## src/rtl/issue_ctrl.sv

```systemverilog
// ============================================================================
//  Module      : issue_ctrl
//  Description : Instruction issue sequencer. Pops one decoded instruction,
//                reserves a ROB slot, resolves its operands, then dispatches
//                it to the ROB and to the RS or LSB, locking rd in the regfile.
//  Revision    : 1.0 - initial release
// ============================================================================
`default_nettype none

module issue_ctrl #(
  parameter int ROB_W     = 4,
  parameter int LSB_W     = 4,
  parameter int OP_W      = 6,
  // Internal opcodes in [BR_OP_MIN, BR_OP_MAX] are conditional branches (no rd write)
  parameter int BR_OP_MIN = 10,
  parameter int BR_OP_MAX = 15
) (
  input  logic             clk,
  input  logic             reset,
  input  logic             ready,
  input  logic             clear,

  input  logic             iq_valid,
  input  logic [OP_W-1:0]  iq_op,
  input  logic [4:0]       iq_rd,
  input  logic [4:0]       iq_rs1,
  input  logic [4:0]       iq_rs2,
  input  logic [31:0]      iq_imm,
  input  logic [31:0]      iq_pc,
  input  logic             iq_is_mem,
  input  logic             iq_is_store,
  output logic             iq_pop,

  input  logic             rob_full,
  output logic             getpos,
  input  logic [ROB_W-1:0] rob_avail_pos,

  output logic [4:0]       rf_rs1_idx,
  output logic [4:0]       rf_rs2_idx,
  input  logic             rf_rs1_busy,
  input  logic [ROB_W-1:0] rf_rs1_robpos,
  input  logic [31:0]      rf_rs1_val,
  input  logic             rf_rs2_busy,
  input  logic [ROB_W-1:0] rf_rs2_robpos,
  input  logic [31:0]      rf_rs2_val,

  output logic             rs1_flag,
  output logic [ROB_W-1:0] rs1_robpos,
  input  logic             rs1_ok,
  input  logic [31:0]      rs1_val,
  output logic             rs2_flag,
  output logic [ROB_W-1:0] rs2_robpos,
  input  logic             rs2_ok,
  input  logic [31:0]      rs2_val,

  input  logic             alu_flag,
  input  logic [ROB_W-1:0] alu_robpos,
  input  logic [31:0]      alu_val,
  input  logic             lsb_in_flag,
  input  logic [ROB_W-1:0] lsb_robpos,
  input  logic [31:0]      lsb_val,

  input  logic             rs_full,
  input  logic             lsb_full,
  input  logic [LSB_W-1:0] lsb_tail,

  output logic             push,
  output logic [OP_W-1:0]  push_op,
  output logic [4:0]       push_rd,
  output logic [31:0]      push_pc,
  output logic [LSB_W-1:0] push_lsbpos,

  output logic             rs_push,
  output logic             lsb_push,
  output logic [OP_W-1:0]  issue_op,
  output logic             issue_is_store,
  output logic [31:0]      issue_vj,
  output logic [ROB_W-1:0] issue_qj,
  output logic             issue_rj,
  output logic [31:0]      issue_vk,
  output logic [ROB_W-1:0] issue_qk,
  output logic             issue_rk,
  output logic [31:0]      issue_imm,
  output logic [31:0]      issue_pc,
  output logic [ROB_W-1:0] issue_robpos,

  output logic             lock,
  output logic [4:0]       lock_rd,
  output logic [ROB_W-1:0] lock_robpos
);

  typedef enum logic [1:0] {
    S_IDLE    = 2'd0,
    S_RESOLVE = 2'd1,
    S_ISSUE   = 2'd2
  } state_t;

  typedef struct packed {
    logic             rdy;
    logic [31:0]      val;
    logic [ROB_W-1:0] tag;
  } opnd_t;

  // Regfile / ROB-forward lookup of one source register
  function automatic opnd_t lookup(
    input logic [4:0]       rs,
    input logic             busy,
    input logic [ROB_W-1:0] rf_tag,
    input logic [31:0]      rf_val,
    input logic             fw_ok,
    input logic [31:0]      fw_val
  );
    opnd_t r;
    r = '0;
    if (rs == 5'd0) begin
      r.rdy = 1'b1;
    end else if (!busy) begin
      r.rdy = 1'b1;
      r.val = rf_val;
    end else if (fw_ok) begin
      r.rdy = 1'b1;
      r.val = fw_val;
    end else begin
      r.tag = rf_tag;
    end
    return r;
  endfunction

  // Capture a same-cycle result broadcast; the ALU port takes precedence
  function automatic opnd_t snoop(
    input opnd_t            o,
    input logic             a_flag,
    input logic [ROB_W-1:0] a_tag,
    input logic [31:0]      a_val,
    input logic             l_flag,
    input logic [ROB_W-1:0] l_tag,
    input logic [31:0]      l_val
  );
    opnd_t r;
    r = o;
    if (!o.rdy) begin
      if (a_flag && (a_tag == o.tag)) begin
        r.rdy = 1'b1;
        r.val = a_val;
      end else if (l_flag && (l_tag == o.tag)) begin
        r.rdy = 1'b1;
        r.val = l_val;
      end
    end
    return r;
  endfunction

  state_t            state_q, state_d;
  logic [OP_W-1:0]   op_q, op_d;
  logic [4:0]        rd_q, rd_d;
  logic [4:0]        rs1_q, rs1_d;
  logic [4:0]        rs2_q, rs2_d;
  logic [31:0]       imm_q, imm_d;
  logic [31:0]       pc_q, pc_d;
  logic              is_mem_q, is_mem_d;
  logic              is_store_q, is_store_d;
  logic [ROB_W-1:0]  robpos_q, robpos_d;
  logic [LSB_W-1:0]  lsbpos_q, lsbpos_d;
  opnd_t             j_q, j_d;
  opnd_t             k_q, k_d;

  logic              w_go;
  logic              w_tgt_full;
  logic              w_issue;
  logic              w_is_branch;
  opnd_t             w_j_res, w_k_res;
  opnd_t             w_j_iss, w_k_iss;

  // Strobes need ready, no flush, and no reset in progress
  assign w_go       = ready && !clear && !reset;
  assign w_tgt_full = iq_is_mem ? lsb_full : rs_full;
  assign w_issue    = w_go && (state_q == S_ISSUE);
  assign w_is_branch = (op_q >= OP_W'(BR_OP_MIN)) && (op_q <= OP_W'(BR_OP_MAX));

  assign iq_pop     = w_go && (state_q == S_IDLE) && iq_valid && !rob_full && !w_tgt_full;
  assign getpos     = w_go && (state_q == S_RESOLVE);

  assign rf_rs1_idx = rs1_q;
  assign rf_rs2_idx = rs2_q;
  assign rs1_flag   = getpos && (rs1_q != 5'd0) && rf_rs1_busy;
  assign rs2_flag   = getpos && (rs2_q != 5'd0) && rf_rs2_busy;
  assign rs1_robpos = rf_rs1_robpos;
  assign rs2_robpos = rf_rs2_robpos;

  always_comb begin
    w_j_res = snoop(lookup(rs1_q, rf_rs1_busy, rf_rs1_robpos, rf_rs1_val, rs1_ok, rs1_val),
                    alu_flag, alu_robpos, alu_val, lsb_in_flag, lsb_robpos, lsb_val);
    w_k_res = snoop(lookup(rs2_q, rf_rs2_busy, rf_rs2_robpos, rf_rs2_val, rs2_ok, rs2_val),
                    alu_flag, alu_robpos, alu_val, lsb_in_flag, lsb_robpos, lsb_val);
    w_j_iss = snoop(j_q, alu_flag, alu_robpos, alu_val, lsb_in_flag, lsb_robpos, lsb_val);
    w_k_iss = snoop(k_q, alu_flag, alu_robpos, alu_val, lsb_in_flag, lsb_robpos, lsb_val);
  end

  always_comb begin
    state_d    = state_q;
    op_d       = op_q;
    rd_d       = rd_q;
    rs1_d      = rs1_q;
    rs2_d      = rs2_q;
    imm_d      = imm_q;
    pc_d       = pc_q;
    is_mem_d   = is_mem_q;
    is_store_d = is_store_q;
    robpos_d   = robpos_q;
    lsbpos_d   = lsbpos_q;
    j_d        = j_q;
    k_d        = k_q;
    if (clear) begin
      state_d = S_IDLE;
    end else if (ready) begin
      case (state_q)
        S_IDLE: begin
          if (iq_pop) begin
            op_d       = iq_op;
            rd_d       = iq_rd;
            rs1_d      = iq_rs1;
            rs2_d      = iq_rs2;
            imm_d      = iq_imm;
            pc_d       = iq_pc;
            is_mem_d   = iq_is_mem;
            is_store_d = iq_is_store;
            state_d    = S_RESOLVE;
          end
        end
        S_RESOLVE: begin
          robpos_d = rob_avail_pos;
          lsbpos_d = lsb_tail;
          j_d      = w_j_res;
          k_d      = w_k_res;
          state_d  = S_ISSUE;
        end
        S_ISSUE: begin
          state_d = S_IDLE;
        end
        default: begin
          state_d = S_IDLE;
        end
      endcase
    end
  end

  always_ff @(posedge clk or posedge reset) begin
    if (reset) begin
      state_q    <= S_IDLE;
      op_q       <= '0;
      rd_q       <= '0;
      rs1_q      <= '0;
      rs2_q      <= '0;
      imm_q      <= '0;
      pc_q       <= '0;
      is_mem_q   <= 1'b0;
      is_store_q <= 1'b0;
      robpos_q   <= '0;
      lsbpos_q   <= '0;
      j_q        <= '0;
      k_q        <= '0;
    end else begin
      state_q    <= state_d;
      op_q       <= op_d;
      rd_q       <= rd_d;
      rs1_q      <= rs1_d;
      rs2_q      <= rs2_d;
      imm_q      <= imm_d;
      pc_q       <= pc_d;
      is_mem_q   <= is_mem_d;
      is_store_q <= is_store_d;
      robpos_q   <= robpos_d;
      lsbpos_q   <= lsbpos_d;
      j_q        <= j_d;
      k_q        <= k_d;
    end
  end

  assign push           = w_issue;
  assign push_op        = op_q;
  assign push_rd        = rd_q;
  assign push_pc        = pc_q;
  assign push_lsbpos    = lsbpos_q;

  assign rs_push        = w_issue && !is_mem_q;
  assign lsb_push       = w_issue && is_mem_q;
  assign issue_op       = op_q;
  assign issue_is_store = is_store_q;
  assign issue_vj       = w_j_iss.val;
  assign issue_rj       = w_j_iss.rdy;
  assign issue_qj       = w_j_iss.rdy ? '0 : w_j_iss.tag;
  assign issue_vk       = w_k_iss.val;
  assign issue_rk       = w_k_iss.rdy;
  assign issue_qk       = w_k_iss.rdy ? '0 : w_k_iss.tag;
  assign issue_imm      = imm_q;
  assign issue_pc       = pc_q;
  assign issue_robpos   = robpos_q;

  // Stores and conditional branches write no register; jumps do
  assign lock        = w_issue && (rd_q != 5'd0) && !(is_mem_q && is_store_q) && !w_is_branch;
  assign lock_rd     = rd_q;
  assign lock_robpos = robpos_q;

endmodule

`default_nettype wire

```

## config.mk

```make
export PLATFORM = sky130hd
export DESIGN_NAME = issue_ctrl
export DESIGN_NICKNAME = d
export VERILOG_FILES = /design/src/rtl/issue_ctrl.sv
export SDC_FILE = /design/constraint.sdc
export NUM_CORES = 1
export LEC_CHECK = 0
export BUFFER_PORTS_ARGS = -buffer_cell sky130_fd_sc_hd__clkbuf_2
export CELL_PAD_IN_SITES_DETAIL_PLACEMENT = 0
export CELL_PAD_IN_SITES_GLOBAL_PLACEMENT = 1
export CORE_AREA = 2 2 211 213
export CTS_CLUSTER_SIZE = 24
export DETAILED_ROUTE_END_ITERATION = 16
export DIE_AREA = 0 0 213 215
export PLACE_DENSITY = 0.74
export SLEW_MARGIN = 20
export SYNTH_ARGS = -nofsm -noshare
export SYNTH_HDL_FRONTEND = slang
export SYNTH_SLANG_ARGS = --single-unit
```

## constraint.sdc

```tcl
create_clock -name clk -period 30.4 [get_ports clk]
set_input_delay 7.6 -clock clk [delete_from_list [all_inputs] [get_ports clk]]
set_output_delay 7.6 -clock clk [all_outputs]
set_load 0.02 [all_outputs]
```

# ---- Word level (Yosys, flattened, before mapping)
# Cells that the tools add are included.
dict set report totals {
  regBits 171
  in_bits 317
  output_inout_bits 231
}
dict set report op_classes {
  order_cmp 2
  n_eq_ne 11
  n_mux 31
  bitwise 1
  n_reduce_logical 44
}
# op n
set op_table {}
lappend op_table {{2-to-1 mux 33 bit} 16}
lappend op_table {{2-to-1 mux 36 bit} 2}
lappend op_table {{equality test 4 bit} 8}
lappend op_table {{logical AND 1 bit} 27}
lappend op_table {{2-to-1 mux 4 bit} 6}
lappend op_table {{nonzero test 5 bit} 3}
lappend op_table {{zero test 5 bit} 2}
lappend op_table {{zero test 1 bit} 7}
lappend op_table {{greater-or-equal comparator 6 x 4 -> 1 bit, second input constant} 1}
lappend op_table {{<= comparator 6 x 4 -> 1 bit, second input constant} 1}
lappend op_table {{2-to-1 mux 2 bit} 3}
lappend op_table {{one-hot mux 2 bit (2 select lines)} 1}
lappend op_table {{AND reduction 4 bit} 1}
lappend op_table {{2-to-1 mux 1 bit} 3}
lappend op_table {{inequality test 3 bit, second input constant} 1}
lappend op_table {{AND reduction 3 bit} 1}
lappend op_table {{equality test 2 x 1 -> 1 bit, second input constant} 1}
lappend op_table {{equality test 2 bit, second input constant} 1}
lappend op_table {{zero test 2 bit} 1}
lappend op_table {{AND reduction 2 bit} 1}
lappend op_table {{nonzero test 2 bit} 1}
lappend op_table {{inverter 1 bit} 1}

# ---- Longest topological paths before layout
dict set report logic_depth {
  ltp_word 11
  mapped_depth 10
  depth_no_buf 6
}

# ---- Least setup slack after synthesis
# OpenSTA, ideal clock, no wires.
dict set report synth_path {
  path_type {input-to-output}
  from {in reset}
  to {out iq_pop}
  t_arrival_ns 12.609
  required_ns 22.800
  setup_slack_ns 10.191
  stages 7
  path_cell_list {inv_1 -> nand3b_1 -> nor2_1 -> nand3_1 -> clkbuf_1 -> buf_1 -> inv_1}
}
dict set report synth_between {
  elab_chain_cells 6
}
# item line_no
set synth_lines {}
lappend synth_lines {{start, declared} 19} ;# input logic reset,
lappend synth_lines {{zero test 1 bit (no line)} n/a}
lappend synth_lines {{logical AND 1 bit} 175} ;# assign w_go = ready && !clear && !reset;
lappend synth_lines {{logical AND 1 bit (4 in a row)} 180} ;# assign iq_pop = w_go && (state_q == S_IDLE) && iq_valid && !rob_full && !w_tgt_full;
lappend synth_lines {{end, declared} 32} ;# output logic iq_pop,
# Every way passes these cells.

# ---- Worst setup path in the final report
dict set report layout_path {
  from {in lsb_robpos[3]}
  to {out issue_vj[28]}
}
dict set report layout_between {
  elab_chain_cells 5
}
# item line_no
set layout_lines {}
lappend layout_lines {{start, declared} 60} ;# input logic [ROB_W-1:0] lsb_robpos,
lappend layout_lines {{equality test 4 bit} 145} ;# end else if (l_flag && (l_tag == o.tag)) begin
lappend layout_lines {{logical AND 1 bit} 145}
lappend layout_lines {{2-to-1 mux 33 bit} 145}
lappend layout_lines {{2-to-1 mux 33 bit} 142} ;# if (a_flag && (a_tag == o.tag)) begin
lappend layout_lines {{2-to-1 mux 33 bit} 141} ;# if (!o.rdy) begin
lappend layout_lines {{end, declared} 77} ;# output logic [31:0] issue_vj,
# Every way passes these cells.

==> flow_metrics.py <==
metrics = {
    "drt": {
        "via_per_inst": 5.24,
        "post-route-drc-count": 0,
        "wl_mm": 52.3,
        "postRouteAntennaNets": 0,
        "wl_per_cell_um": 23.6,
        "drt_iter0_drc": 978,
        "via_count": 11625,
        "dr.pass1.iters": 6,
    },
    "timing": {
        "slew_viol_final": 0,
        "min_period_ns": 18.53,
        "timing_hold_violations_final": 0,
        "fin_ws_ns": 11.87,
        "worst_pin_slew_ns": 1.19,
        "fin_skew_ns": 0.00971,
        "finalSetupViolCount": 0,
        "relSlewSlack_pct": 20.8,
        "max_freq_mhz": 54.0,
        "fin_crit_sh_pct": 61.0,
        "timing.setup.tns_ns": 0,
        "rsz0062_at_grt": "no",
    },
    "hold_path": {
        "hp-class": "flop to flop",
        "whs_endpoint": "push_lsbpos[1]",
        "min-delay-start": "push_lsbpos[1]",
        "min_delay_path_depth": 2,
    },
    "critical_path": {
        "slowest_stage": "nor2b_4",
        "r2r_start": "rf_rs2_idx[1]",
        "worstPathArrival_ns": 10.93,
        "r2r_cells": 7,
        "crit_top_cell": "clkbuf_2",
        "rrSetupSlack_ns": 26.67,
        "regToRegEndpoint": "k_q[15]",
        "path_cells": "clkbuf_2, xor2_1, nor4_1, nor2b_4, a22oi_1, o21ai_0, clkbuf_2",
        "start_kind": "primary input",
        "critical-path-max-stage-delay_ns": 1.08,
        "crit_fanout": 32,
        "cp-end-kind": "primary output",
        "path_delay_family": "simple AND/OR/NAND/NOR gates",
        "path_class": "primary input to primary output",
        "cp_data_required_time_ns": 22.80,
        "critPathBufInv": 2,
    },
    "clocking": {
        "cts-root-buf": "clkbuf_16",
        "clock_path_buffers": 2,
        "cts_hold_buffers": 0,
        "htreeDepth": 4,
        "cts_tree": "built",
        "cts_sinks": 171,
        "insertion_delay_ns": 0.46,
        "path_clk_slew_ns": 0.07,
        "postCtsSetupBuffers": 0,
        "numCtsBuffers": 17,
        "ctsResizeCount": 0,
    },
    "floorplan": {
        "ios": 548,
        "die_area_um2": 45800,
        "start_util_pct": 24.9,
        "num_rows": 77,
        "die_y_um": 215,
        "die_width_um": 213,
        "core_area_um2": 43600,
    },
    "power_and_ir_drop": {
        "p_per_area_nw_per_um2": 54.5,
        "peakVddDrop_uv": 58.6,
        "p_leak_nw": 6.93,
    },
    "synthesis": {
        "synth-main-ff-cell": "dfrtp_1",
        "synth_cell_type_count": 61,
        "yosysMostFrequentCell": "dfrtp_1",
        "netlist_area_um2": 10900,
        "ys_warn_count": 0,
        "synth_top_cell_by_area": "dfrtp_1",
        "yosysSeqAreaShare_pct": 39.4,
        "netlist.area_leader.share_pct": 39.4,
        "synth_area_leaders": "dfrtp_1 (39%), mux2_2 (9.9%), a22oi_1 (7.6%)",
        "netlist_instances": 1188,
        "synth_nets": 1505,
        "synth-edff-count": 0,
        "syn-mean-instance-area_um2": 9.14,
        "synth_common_cells": "dfrtp_1 (171), nand2_1 (136), a22oi_1 (110)",
        "ys_ff_latch": 171,
        "postSynth.asyncResetShare_pct": 100,
    },
    "global_route": {
        "grt_max_degree": 85,
        "grt-ovfl-total": 0,
        "grt_usage_pct": 22.6,
        "grt_pass1_wl_mm": 76.0,
        "grt_pass1_vias": 11710,
        "antenna_found_initial": 7,
    },
    "final_layout": {
        "multi_input_area_um2": 5850,
        "num-nets-final": 1927,
        "area_growth_pct": 32.3,
        "n_fill_cell": 4653,
        "postLayoutCellArea_um2": 14400,
        "drive_gt1_share_pct": 44.7,
        "seqCellArea_um2": 4280,
        "final_util_pct": 32.9,
    },
    "placement": {
        "dpl_cell_area_um2": 13800,
        "place_ws_ns": 11.90,
        "place_congestion": 0.942,
        "io_buffers": 547,
        "hpwl_mm": 37.4,
    },
    "status": {
        "status": "completed",
    },
    "run": {
        "maxCapViolations": 0,
    },
}
[flip-flops by register name (all words and copies together) (netlist names), 5 cells and up]
name        count
issue_imm      32
issue_op        6
issue_pc       32
j_q            37
k_q            37
lock_rd         5
rf_rs1_idx      5
rf_rs2_idx      5
[final cells by class]
class | instances | area share, %
clock inverter | 14 | 1.23
multi-input combinational | 850 | 40.7
inverter | 8 | 0.261
sequential | 171 | 29.8
antenna | 2 | 0.0348
clock buffer | 18 | 2.99
timing repair buffer | 562 | 19.8
tap | 592 | 5.15
[per-stage QoR]
step | std cells | hold WS (ns) | total power, mW
after floorplan | 1188 | 0.495 | 0.445
after global placement | 2183 | 0.461 | 0.550
after detailed placement | 2183 | 0.461 | 0.553
after CTS | 2215 | 0.480 | 0.794
after global routing | 2217 | 0.520 | 0.821
final | 2217 | 0.475 | 0.783
[routing by layer]
metal / part of all wire, % / GRT usage, % / vias to the layer above / wire length (um)
met1: 38 / 25.7 / 5697 / 19700
met2: 50 / 38.8 / 660 / 26000
met4: 4.8 / 12.0 / 6 / 2500
met3: 7.9 / 5.35 / 100 / 4120
met5: 0.071 / 0 / - / 37
li1: - / - / 5162 / -
[logic make-up (layout without fill, tap and decap cells)]
logic type	count (synthesis)	count (layout)	synth area share, %
buffers and inverters	167	602	7.88
AOI/OAI and AO/OA	412	412	25.9
xor gates and xnor gates	23	23	1.86
DFF	171	171	39.4
and+or+nand+nor	311	311	14.3
muxes	104	104	10.7
other	0	2	0
[worst max path at each step]
stage	start	endpoint	cells past startpoint
final	lsb_robpos[3]	issue_vj[28]	7
after global routing	lsb_robpos[3]	issue_vj[28]	7
after CTS	lsb_robpos[3]	issue_vj[28]	7
after detailed placement	lsb_robpos[3]	issue_vj[28]	7
after global placement	lsb_robpos[2]	issue_vj[28]	7
after floorplan	reset	iq_pop	7
[layout by cell type (no fill, tap or decap), drive strengths merged, types with 3 or more instances in the layout]
cell and count:
a211oi 5, a21o 14, a21oi 72, a221o 15, a221oi 13, a22o 6, a22oi 110, a311o 19
a31oi 7, and2 11, and3 22, buf 15, clkbuf 565, clkinvlp 3, dfrtp 171, inv 16
mux2 95, mux2i 9, nand2 136, nand2b 7, nand3 3, nand3b 4, nand4 11, nor2 47
nor2b 37, nor3 3, nor4 6, nor4bb 3, o211ai 4, o21ai 99, o31ai 34, or2 13
xnor2 8, xor2 15
[tightest hold or removal path: stages (launching register included)]
cell     delay (ns)
dfrtp_1        0.34
nand2_1        0.05
nand2_1        0.05
[power by group]
group	internal (mW)	switching, mW
logic	0.0893	0.170
clock network	0.125	0.111
registers	0.260	0.0282
total	0.474	0.309
(Power assumes the default switching activity.)
